### config.mk
export PLATFORM = sky130hd
export DESIGN_NAME = backtrack_controller
export DESIGN_NICKNAME = d
export VERILOG_FILES = /design/src/rtl/backtrack_controller.sv
export SDC_FILE = /design/constraint.sdc
export NUM_CORES = 1
export LEC_CHECK = 0
export ABC_AREA = 1
export CORE_UTILIZATION = 47
export DETAILED_ROUTE_END_ITERATION = 10
export GPL_ROUTABILITY_DRIVEN = 0
export MAX_ROUTING_LAYER = met4
export PLACE_DENSITY = 0.87
export REMOVE_ABC_BUFFERS = 1
export SKIP_CTS_REPAIR_TIMING = 1
export SLEW_MARGIN = 20
export SYNTH_ARGS = -nofsm -noshare
export SYNTH_HDL_FRONTEND = slang
export SYNTH_SLANG_ARGS = --single-unit
### constraint.sdc
create_clock -name clk -period 4 [get_ports clk]
set_input_delay 1.2 -clock clk [delete_from_list [all_inputs] [get_ports clk]]
set_output_delay 1.2 -clock clk [all_outputs]
set_load 0.05 [all_outputs]
### src/rtl/backtrack_controller.sv
// Backtrack controller for a DPLL-style solver.
//
// Sits between the propagation engine, the decision heuristic and an external
// assignment trail. While idle it forwards implications and decisions to the
// trail as push commands. On a conflict it pops forced entries until the most
// recent decision, pops that decision too, then re-pushes the decision's
// variable with the opposite value as a forced assignment. If the trail runs
// empty before a decision is found, the problem is unsatisfiable and the
// controller parks in UNSAT until reset.
//
// Handshake semantics: a transfer on imply_* / decide_* happens on a rising
// edge where valid and ready are both high. Ready is a combinational function
// of the current state and of conflict/imply_valid, never of the matching
// valid. A producer holds valid and its payload stable until the transfer
// completes. The trail applies cmd_assign / cmd_pop on the same edge.
//
// State is exported on dbg_state so that checkers can follow the FSM.

module backtrack_controller #(
    parameter int NUM_VARS = 16,
    localparam int VW = $clog2(NUM_VARS + 1)
) (
    input  logic          clk,
    input  logic          rst,

    // Propagation side
    input  logic          conflict,
    input  logic          imply_valid,
    output logic          imply_ready,
    input  logic [VW-1:0] imply_var,
    input  logic          imply_val,

    // Decision heuristic side
    input  logic          decide_valid,
    output logic          decide_ready,
    input  logic [VW-1:0] decide_var,
    input  logic          decide_val,

    // Trail commands (combinational, sampled by the trail on the next edge)
    output logic          cmd_assign,
    output logic [VW-1:0] assign_var,
    output logic          assign_val,
    output logic          assign_forced,
    output logic          cmd_pop,

    // Combinational view of the trail top
    input  logic [VW-1:0] popped_var,
    input  logic          popped_val,
    input  logic          popped_forced,
    input  logic          stack_empty,

    // Status
    output logic          busy,
    output logic          bt_done,
    output logic          unsat,
    output logic [VW:0]   bt_pop_count,

    // FSM state for observation
    output logic [2:0]    dbg_state
);

    localparam int CW = VW + 1;
    localparam logic [CW-1:0] CNT_MAX = '1;

    typedef enum logic [2:0] {
        S_IDLE  = 3'd0,
        S_POP   = 3'd1,
        S_FLIP  = 3'd2,
        S_DONE  = 3'd3,
        S_UNSAT = 3'd4
    } state_t;

    state_t        state_q, state_d;
    logic [CW-1:0] cnt_q, cnt_d;
    logic [CW-1:0] cnt_inc;
    logic [VW-1:0] lat_var_q, lat_var_d;
    logic          lat_val_q, lat_val_d;
    logic [CW-1:0] bt_cnt_q, bt_cnt_d;
    logic          busy_q, busy_d;
    logic          done_q, done_d;
    logic          unsat_q, unsat_d;

    // Saturating increment of the running pop counter.
    always_comb begin
        cnt_inc = (cnt_q == CNT_MAX) ? cnt_q : cnt_q + 1'b1;
    end

    // Next-state and datapath update for the backtrack sequence.
    always_comb begin
        state_d   = state_q;
        cnt_d     = cnt_q;
        lat_var_d = lat_var_q;
        lat_val_d = lat_val_q;
        bt_cnt_d  = bt_cnt_q;
        case (state_q)
            S_IDLE: begin
                if (conflict) begin
                    state_d = S_POP;
                    cnt_d   = '0;
                end
            end
            S_POP: begin
                if (stack_empty) begin
                    // No decision left to flip: the formula is unsatisfiable.
                    state_d = S_UNSAT;
                end else begin
                    cnt_d = cnt_inc;
                    if (!popped_forced) begin
                        lat_var_d = popped_var;
                        lat_val_d = ~popped_val;
                        state_d   = S_FLIP;
                    end
                end
            end
            S_FLIP: begin
                state_d = S_DONE;
            end
            S_DONE: begin
                bt_cnt_d = cnt_q;
                state_d  = S_IDLE;
            end
            S_UNSAT: begin
                state_d = S_UNSAT;
            end
            default: begin
                state_d = S_IDLE;
            end
        endcase
    end

    // Registered status flags follow the state being entered.
    always_comb begin
        busy_d  = (state_d == S_POP) || (state_d == S_FLIP) || (state_d == S_DONE);
        done_d  = (state_d == S_DONE);
        unsat_d = (state_d == S_UNSAT);
    end

    // Trail commands and ready outputs; all forced low while in reset.
    always_comb begin
        cmd_assign    = 1'b0;
        cmd_pop       = 1'b0;
        assign_var    = '0;
        assign_val    = 1'b0;
        assign_forced = 1'b0;
        imply_ready   = 1'b0;
        decide_ready  = 1'b0;
        if (!rst) begin
            case (state_q)
                S_IDLE: begin
                    // Conflict beats implication, implication beats decision.
                    if (!conflict) begin
                        imply_ready  = 1'b1;
                        decide_ready = ~imply_valid;
                        if (imply_valid) begin
                            cmd_assign    = 1'b1;
                            assign_var    = imply_var;
                            assign_val    = imply_val;
                            assign_forced = 1'b1;
                        end else if (decide_valid) begin
                            cmd_assign    = 1'b1;
                            assign_var    = decide_var;
                            assign_val    = decide_val;
                            assign_forced = 1'b0;
                        end
                    end
                end
                S_POP: begin
                    cmd_pop = ~stack_empty;
                end
                S_FLIP: begin
                    cmd_assign    = 1'b1;
                    assign_var    = lat_var_q;
                    assign_val    = lat_val_q;
                    assign_forced = 1'b1;
                end
                default: begin
                    cmd_pop = 1'b0;
                end
            endcase
        end
    end

    // Single state register for the FSM and its datapath.
    always_ff @(posedge clk) begin
        if (rst) begin
            state_q   <= S_IDLE;
            cnt_q     <= '0;
            lat_var_q <= '0;
            lat_val_q <= 1'b0;
            bt_cnt_q  <= '0;
            busy_q    <= 1'b0;
            done_q    <= 1'b0;
            unsat_q   <= 1'b0;
        end else begin
            state_q   <= state_d;
            cnt_q     <= cnt_d;
            lat_var_q <= lat_var_d;
            lat_val_q <= lat_val_d;
            bt_cnt_q  <= bt_cnt_d;
            busy_q    <= busy_d;
            done_q    <= done_d;
            unsat_q   <= unsat_d;
        end
    end

    assign busy         = busy_q;
    assign bt_done      = done_q;
    assign unsat        = unsat_q;
    assign bt_pop_count = bt_cnt_q;
    assign dbg_state    = state_q;

endmodule

After elaboration in Yosys (flattened, before gate mapping)
Index checks and enable logic that the tools add are counted.
{"block": "op_classes", "n_eq_ne": 12, "addsub": 1, "reduce_logical": 6, "n_bitwise": 4, "mux": 35}
{"op": "5-bit 2-to-1 mux", "n": 4}
{"op": "1-bit 2-to-1 mux", "n": 19}
{"op": "6-bit 2-to-1 mux", "n": 3}
{"op": "3-bit by 2-bit equality test with 1-bit output (second input constant)", "n": 4}
{"op": "3-bit one-hot mux with 4 select lines", "n": 1}
{"op": "6-bit one-hot mux with 2 select lines", "n": 1}
{"op": "5-bit one-hot mux with 2 select lines", "n": 1}
{"op": "3-bit 2-to-1 mux", "n": 3}
{"op": "6-bit by 1-bit adder with 6-bit output (second input constant)", "n": 1}
{"op": "3-bit by 1-bit equality test with 1-bit output (second input constant)", "n": 2}
{"op": "3-bit equality test (second input constant)", "n": 2}
{"op": "6-bit equality test (second input constant)", "n": 1}
{"op": "2-bit inequality test (second input constant)", "n": 3}
{"op": "1-bit one-hot mux with 2 select lines", "n": 3}
{"op": "1-bit inverter", "n": 4}
{"op": "4-bit AND reduction", "n": 1}
{"op": "3-bit logical NOT", "n": 1}
{"op": "3-bit AND reduction", "n": 1}
{"op": "1-bit logical OR", "n": 2}
{"op": "2-bit nonzero test", "n": 1}
{"block": "totals", "input_bits": 25, "reg_bits": 24}

Logic depth before layout (Yosys ltp)
{"block": "depth", "ltp_word": 6, "depth_mapped": 9}

Worst setup path after synthesis
No wires, ideal clock.
{"block": "synth_timing", "path_kind": "input to output", "from": "input port imply_valid", "to": "output port decide_ready", "t_arrival_ps": 2768, "slack_ps": 32, "required_time_ps": 2800, "path_stages": 4, "n_path_buf": 2, "cell_sequence": "buf_2 > or2_1 > clkbuf_1 > nor3_1"}
{"block": "synth_via", "elab_chain_cells": 4}
{"item": "start: declaration", "line_no": "28", "text": "input logic imply_valid,"}
{"item": "1-bit inverter", "line_no": "153", "text": "decide_ready = ~imply_valid;"}
{"item": "1-bit 2-to-1 mux", "line_no": "151", "text": "if (!conflict) begin"}
{"item": "1-bit 2-to-1 mux", "line_no": "148", "text": "case (state_q)"}
{"item": "1-bit 2-to-1 mux", "line_no": "147", "text": "if (!rst) begin"}
{"item": "end: declaration", "line_no": "35", "text": "output logic decide_ready,"}
Every way passes these cells.

Worst setup path in the final report
{"block": "layout_timing", "from": "input port conflict", "to": "output port assign_var[3]"}
{"block": "layout_via", "elab_chain_cells": 3}
{"item": "start: declaration", "line_no": "27", "text": "input logic conflict,"}
{"item": "5-bit 2-to-1 mux", "line_no": "151"}
{"item": "5-bit one-hot mux with 2 select lines", "line_no": "148"}
{"item": "5-bit 2-to-1 mux", "line_no": "147"}
{"item": "end: declaration", "line_no": "41", "text": "output logic [VW-1:0] assign_var,"}
Every way passes these cells.

==> results by group <==
Run status
  • Outcome: complete, no violations

Run
  • Maximum Capacitance Violations: 0

Clock tree
  • Clk_lat worst skew: 0.32 ns
  • H-Tree Depth: 1
  • Clock-pin slew on the worst setup and hold paths: 0.14 ns
  • Clock Sinks: 24
  • Root Driver: clkbuf_4
  • CTS tree: done
  • Num CTS Buffers: 3
  • CTS Buffer Depth: 2

Global routing
  • GR Overflow Total: 0
  • GR Util met2: 47.7%
  • Largest net degree at the start of global routing: 15
  • Grt met1 use: 26.8%
  • Vias in the first global route: 1283
  • GRT Overall Usage: 26.9%
  • Layer with the highest usage: met2
  • Initial antenna violation count: 0
  • First-pass GRT wire length: 5440 µm
  • Met3 GRT Util: 7.91%

Pwr
  • Power Density: 304 mW/mm²
  • Cell leakage power: 0.764 nW
  • VDD IR-drop max: 0.319 mV

Place
  • Setup WS pre-CTS: 0.0299 ns
  • Detailed placement HPWL: 2620 µm
  • Port bufs: 47

Route
  • Initial detailed-routing violation count: 27
  • DR DRC count: 0
  • Initial DRT Pass Iterations: 4
  • Wire length per cell: 13.0 µm
  • DRT antenna net count: 0
  • Final wirelength: 3380 µm
  • Vias: 1394
  • Drt via density: 5.34

Yosys
  • Prevailing post-synth register cell: dfxtp_1
  • Post-synth EDFFs: 0
  • Most frequent cell after synthesis: nor2_1
  • Synth top area cells: dfxtp_1 38%, nor2_1 10%, nand2_1 9.5%
  • Sequential element share of the synthesized area: 38.1%
  • Synthesized cell area: 0.00126 mm²
  • Area leader, netlist: dfxtp_1
  • Cell variety after synth: 27
  • Syn Area/Cell: 6.92 µm²
  • Asr flop ratio synth: 0%
  • Ys Warns: 0
  • Synth Register Bits: 24
  • Mapped Cells: 182
  • Commonest cells post-synth: 34 x nor2_1, 32 x nand2_1, 24 x dfxtp_1, 21 x o21ai_0
  • Post-synth top area share: 38.1%

Setup path
  • Worst path top cell family by delay: buffers and inverters
  • Buf/Inv on CP: 2
  • Req. time, crit path: 2.80 ns
  • Worst Path Class, Setup: input pin to output pin
  • Max stage delay on crit path: 0.47 ns
  • Critical Path AT: 2.75 ns
  • CP cell instances: clkdlybuf4s50_1 -> or2_1 -> o21ai_0 -> a22oi_1 -> nor2_2 -> buf_12
  • Critical path peak fanout: 7
  • Slowest CP cell: clkdlybuf4s50_1
  • Nature of the critical path endpoint: output pin
  • Critical Path Source Type: input pin

Timing
  • Setup ws final: 0.0479 ns
  • Slew headroom: 65.7%
  • RSZ-0062 raised after global routing: no
  • Post-route clock period utilization: 98.8%
  • TNS Setup: 0 ns
  • Final min period: 3.95 ns
  • Fin. Hold Viols: 0
  • Fmax: 253 MHz
  • Slew Viols, Final: 0
  • Worst-Margin Slew: 0.513 ns
  • # setup viols final: 0
  • Max Clock Skew: 0.00870 ns

Floorplanning
  • Die height: 53.8 µm
  • IO Pins: 48
  • Die area: 0.00289 mm²
  • Core Rows: 18
  • Area of the core: 0.00250 mm²
  • Starting Density: 50.4%
  • Die span in x: 53.8 µm

Finish
  • Synth-to-layout area growth: 53.8%
  • # diodes: 0
  • Layout cells sized above 1: 14.7%
  • Number of fillers in the final layout: 185
  • Fin nets: 258

Worst hold path
  • Hold WC Path Type: flip-flop to flip-flop
==> power by group <==
| part | internal (W) | switching [W] | total [W] |
|---|---|---|---|
| clock network | 0.000101 | 0.0000746 | 0.000176 |
| registers | 0.000247 | 0.00000780 | 0.000255 |
| logic | 0.0000673 | 0.0000902 | 0.000158 |
| total | 0.000416 | 0.000173 | 0.000589 |
==> worst min-delay path: cells and delay by family, from the launching register on <==
kind	cells	cell delay [ns]
DFF	1	0.34
and+or+nand+nor	2	0.14
==> flip-flops by register name, indices dropped and copies added, names as in the netlist <==
register / cells
bt_done: 1
bt_pop_count: 6
busy: 1
cnt_q: 6
dbg_state: 3
lat_val_q: 1
lat_var_q: 5
unsat: 1
==> area by class of cell <==
type,count,area [µm²],area share (%)
multi-input cells,137,704,36.3
well taps,30,37.5,1.94
repair buffers,50,603,31.1
clock buffers,3,22.5,1.16
inverters,16,60.1,3.10
clock inverters,1,30.0,1.55
flip-flops and latches,24,480,24.8
==> layout by cell type (no fill, tap or decap), drive strengths merged, types with 3 or more instances in the layout <==
cell type	count
clkbuf	3
dfxtp	24
nand2	35
clkdlybuf4s50	36
nor2	38
a21oi	13
o21ai	22
nand3	12
nor3	4
inv	16
buf	14
a22oi	6
==> metrics by stage <==
| step | hold slack, ns | instance area [µm²] | utilization (%) | cells | total power (W) |
|---|---|---|---|---|---|
| 6_report | 0.500 | 1940 | 77.5 | 261 | 0.000589 |
| 5_1_grt | 0.533 | 1940 | 77.5 | 261 | 0.000610 |
| 4_1_cts | 0.502 | 1930 | 77.3 | 261 | 0.000590 |
| 3_5_place_dp | 0.479 | 1880 | 75.2 | 257 | 0.000415 |
| 3_3_place_gp | 0.468 | 1880 | 75.2 | 257 | 0.000412 |
| 2_1_floorplan | 0.456 | 1240 | - | 177 | 0.000339 |
==> path summary, 6_finish.rpt <==
check,startpoint,to,slack [ns],depth (start not counted)
max,conflict,assign_var[3],0.05,6
max reg2reg,dbg_state[0]$_SDFF_PP0_,bt_pop_count[3]$_SDFFE_PP0N_,2.54,6
min reg2reg,bt_pop_count[1]$_SDFFE_PP0N_,bt_pop_count[1]$_SDFFE_PP0N_,0.50,2
min,bt_pop_count[1]$_SDFFE_PP0N_,bt_pop_count[1]$_SDFFE_PP0N_,0.50,2
==> per-layer routing <==
layer,vias up,part of all wire [%]
met5,-,0
met4,0,2.7
met3,10,7.7
met2,56,51
met1,629,39
li1,699,-
==> logic make-up (layout without fill, tap and decap cells) <==
| kind of cell | count (synthesis) | after routing | synth area share (%) |
|---|---|---|---|
| adders and majority gates | 1 | 1 | 0.993 |
| DFF | 24 | 24 | 38.1 |
| AOI/OAI and AO/OA | 45 | 45 | 20.1 |
| buffers and inverters | 21 | 70 | 6.35 |
| and+or+nand+nor | 91 | 91 | 34.5 |
Power figures use the tool's default switching activity.
==> variant, RTL diff (same settings) <==
Set the parameter `NUM_VARS` to 8 (it was 16).
--- a/src/rtl/backtrack_controller.sv
+++ b/src/rtl/backtrack_controller.sv
@@ -17,7 +17,7 @@
 // State is exported on dbg_state so that checkers can follow the FSM.
 
 module backtrack_controller #(
-    parameter int NUM_VARS = 16,
+    parameter int NUM_VARS = 8,
     localparam int VW = $clog2(NUM_VARS + 1)
 ) (
     input  logic          clk,
Interface: changed (5 resized); port bits go from 48 to 43. No check against the original RTL was run, so the function may have changed too.
==> variant against the unedited design <==
  * Utilization increased by 3.1 points
  * Synthesized cell count is 13% lower
  * Synthesized area shrank 15%
  * Clock power down 40%
  * Setup slack improved by 0.13 ns
  * Total power fell by 19%
  * Combinational power fell by 7%
  * Sequential cell count down 3
  * Final area decreased by 15%
  * Wire length decreased by 16%
  * Hold slack worse by 0.028 ns
  * Via count fell by 14%
  * Clock skew down 0.0047 ns
  * Largest cell class unchanged
==> variant: results (changes against the unedited design) <==
[run_status]
status = completed

[drt]
drt_iter0_markers = 44  ; +63%
wl_met3_um = 133  ; -49%
wl_per_cell_um = 12.3  ; -4.9%
wl_met2_um = 1420  ; -17%
wl_met1_um = 1240  ; -6.0%
routed_via_density = 5.20  ; -2.7%

[critical_path]
crit_arrival_ns = 2.62  ; -0.13 ns
critPathMaxStageDelay_ns = 0.54  ; +0.07 ns
cp_max_fo = 8  ; +1

[global_routing]
grt_usage_pct = 25.8  ; -1.0 points
grt_max_degree = 13  ; -2
grt_pass1_vias = 1107  ; -14%
grt_pass1_wl_um = 4840  ; -11%

[pwr]
power_leakage_nw = 0.680  ; -11%
switching_share_pct = 33.6  ; +4.3 points
vdd_ir_drop_max_mv = 0.241  ; -24%

[logic_synthesis]
yosysWarnings = 0  ; unchanged
synth_cells = 159  ; -13%
ys_top_cells_by_count = nand2_1, nand3_1, a21oi_1
seq_area_frac_synth_pct = 39.5  ; +1.3 points
synthTopCellsByArea = dfxtp_1, nand2_1, nand3_1
synth-compound-area-share_pct = 13.9  ; -6.2 points
yosysUniqueCellTypes = 19  ; -30%

[place]
dp_hpwl_um = 2290  ; -13%
place_worst_setup_slack_ns = 0.193  ; +0.164 ns

[clock_tree]
clkTransAtPathRegs_ns = 0.12  ; -0.02 ns

[timing]
worst_slew_pin_slew_ns = 0.507  ; -0.00672 ns
finalClockSkew_ns = 0.00398  ; -0.00472 ns

[variant: final cells by class]
class | count | area [sq um]
Clock buffer | 3 | 22.5
Clock inverter | 1 | 5.00
Fill cell | 146 | 395
Inverter | 17 | 65.1
Multi-Input combinational cell | 117 | 564
Sequential cell | 21 | 420
Tap cell | 27 | 33.8
Timing Repair Buffer | 44 | 536
[variant: power groups by stage]
stage	logic, mW	registers (mW)	clock network (mW)
after floorplan	0.0620	0.242	0
after global placement	0.144	0.227	0
after detailed placement	0.147	0.228	0
after CTS	0.147	0.223	0.104
after global routing	0.157	0.225	0.112
final	0.147	0.223	0.105
[variant: cells by family (layout without fill, tap and decap cells)]
group / count (synthesis) / count (layout)
adder cells (fa/ha/maj): 2 / 2
AO/OA/AOI/OAI: 29 / 29
AND/OR/NAND/NOR: 86 / 86
buffers and inverters: 21 / 65
flip-flops: 21 / 21
[variant: layer usage]
layer | track usage [%] | up-vias
met5 | - | -
met4 | 6.67 | 0
met3 | 3.40 | 4
met2 | 47.1 | 46
met1 | 29.4 | 534
li1 | - | 611
[variant: worst paths after layout]
check,from,slack (ns),cells past startpoint,end
worst max-delay path,imply_valid,0.18,7,assign_var[1]
worst min-delay path,lat_var_q[3]$_SDFFE_PP0P_,0.47,2,lat_var_q[3]$_SDFFE_PP0P_
worst max register to register,cnt_q[1]$_SDFFE_PP0P_,2.48,10,cnt_q[4]$_SDFFE_PP0P_
worst min register to register,lat_var_q[3]$_SDFFE_PP0P_,0.47,2,lat_var_q[3]$_SDFFE_PP0P_
[variant: worst register-to-register path, delay by kind of cell, from the launching register on]
| family | cells | cell delay [ns] |
|---|---|---|
| simple gates | 6 | 0.52 |
| buf+inv | 1 | 0.03 |
| flops | 1 | 0.43 |
| compound gates | 1 | 0.14 |
| fa+ha+maj | 2 | 0.34 |
[variant: through the flow]
stage                     util [%]  cell area [sq um]  total power, mW
after floorplan                  -               1050            0.304
after global placement        79.3               1620            0.371
after detailed placement      79.3               1620            0.374
after CTS                     80.6               1650            0.474
after global routing          80.6               1650            0.494
final                         80.6               1650            0.475
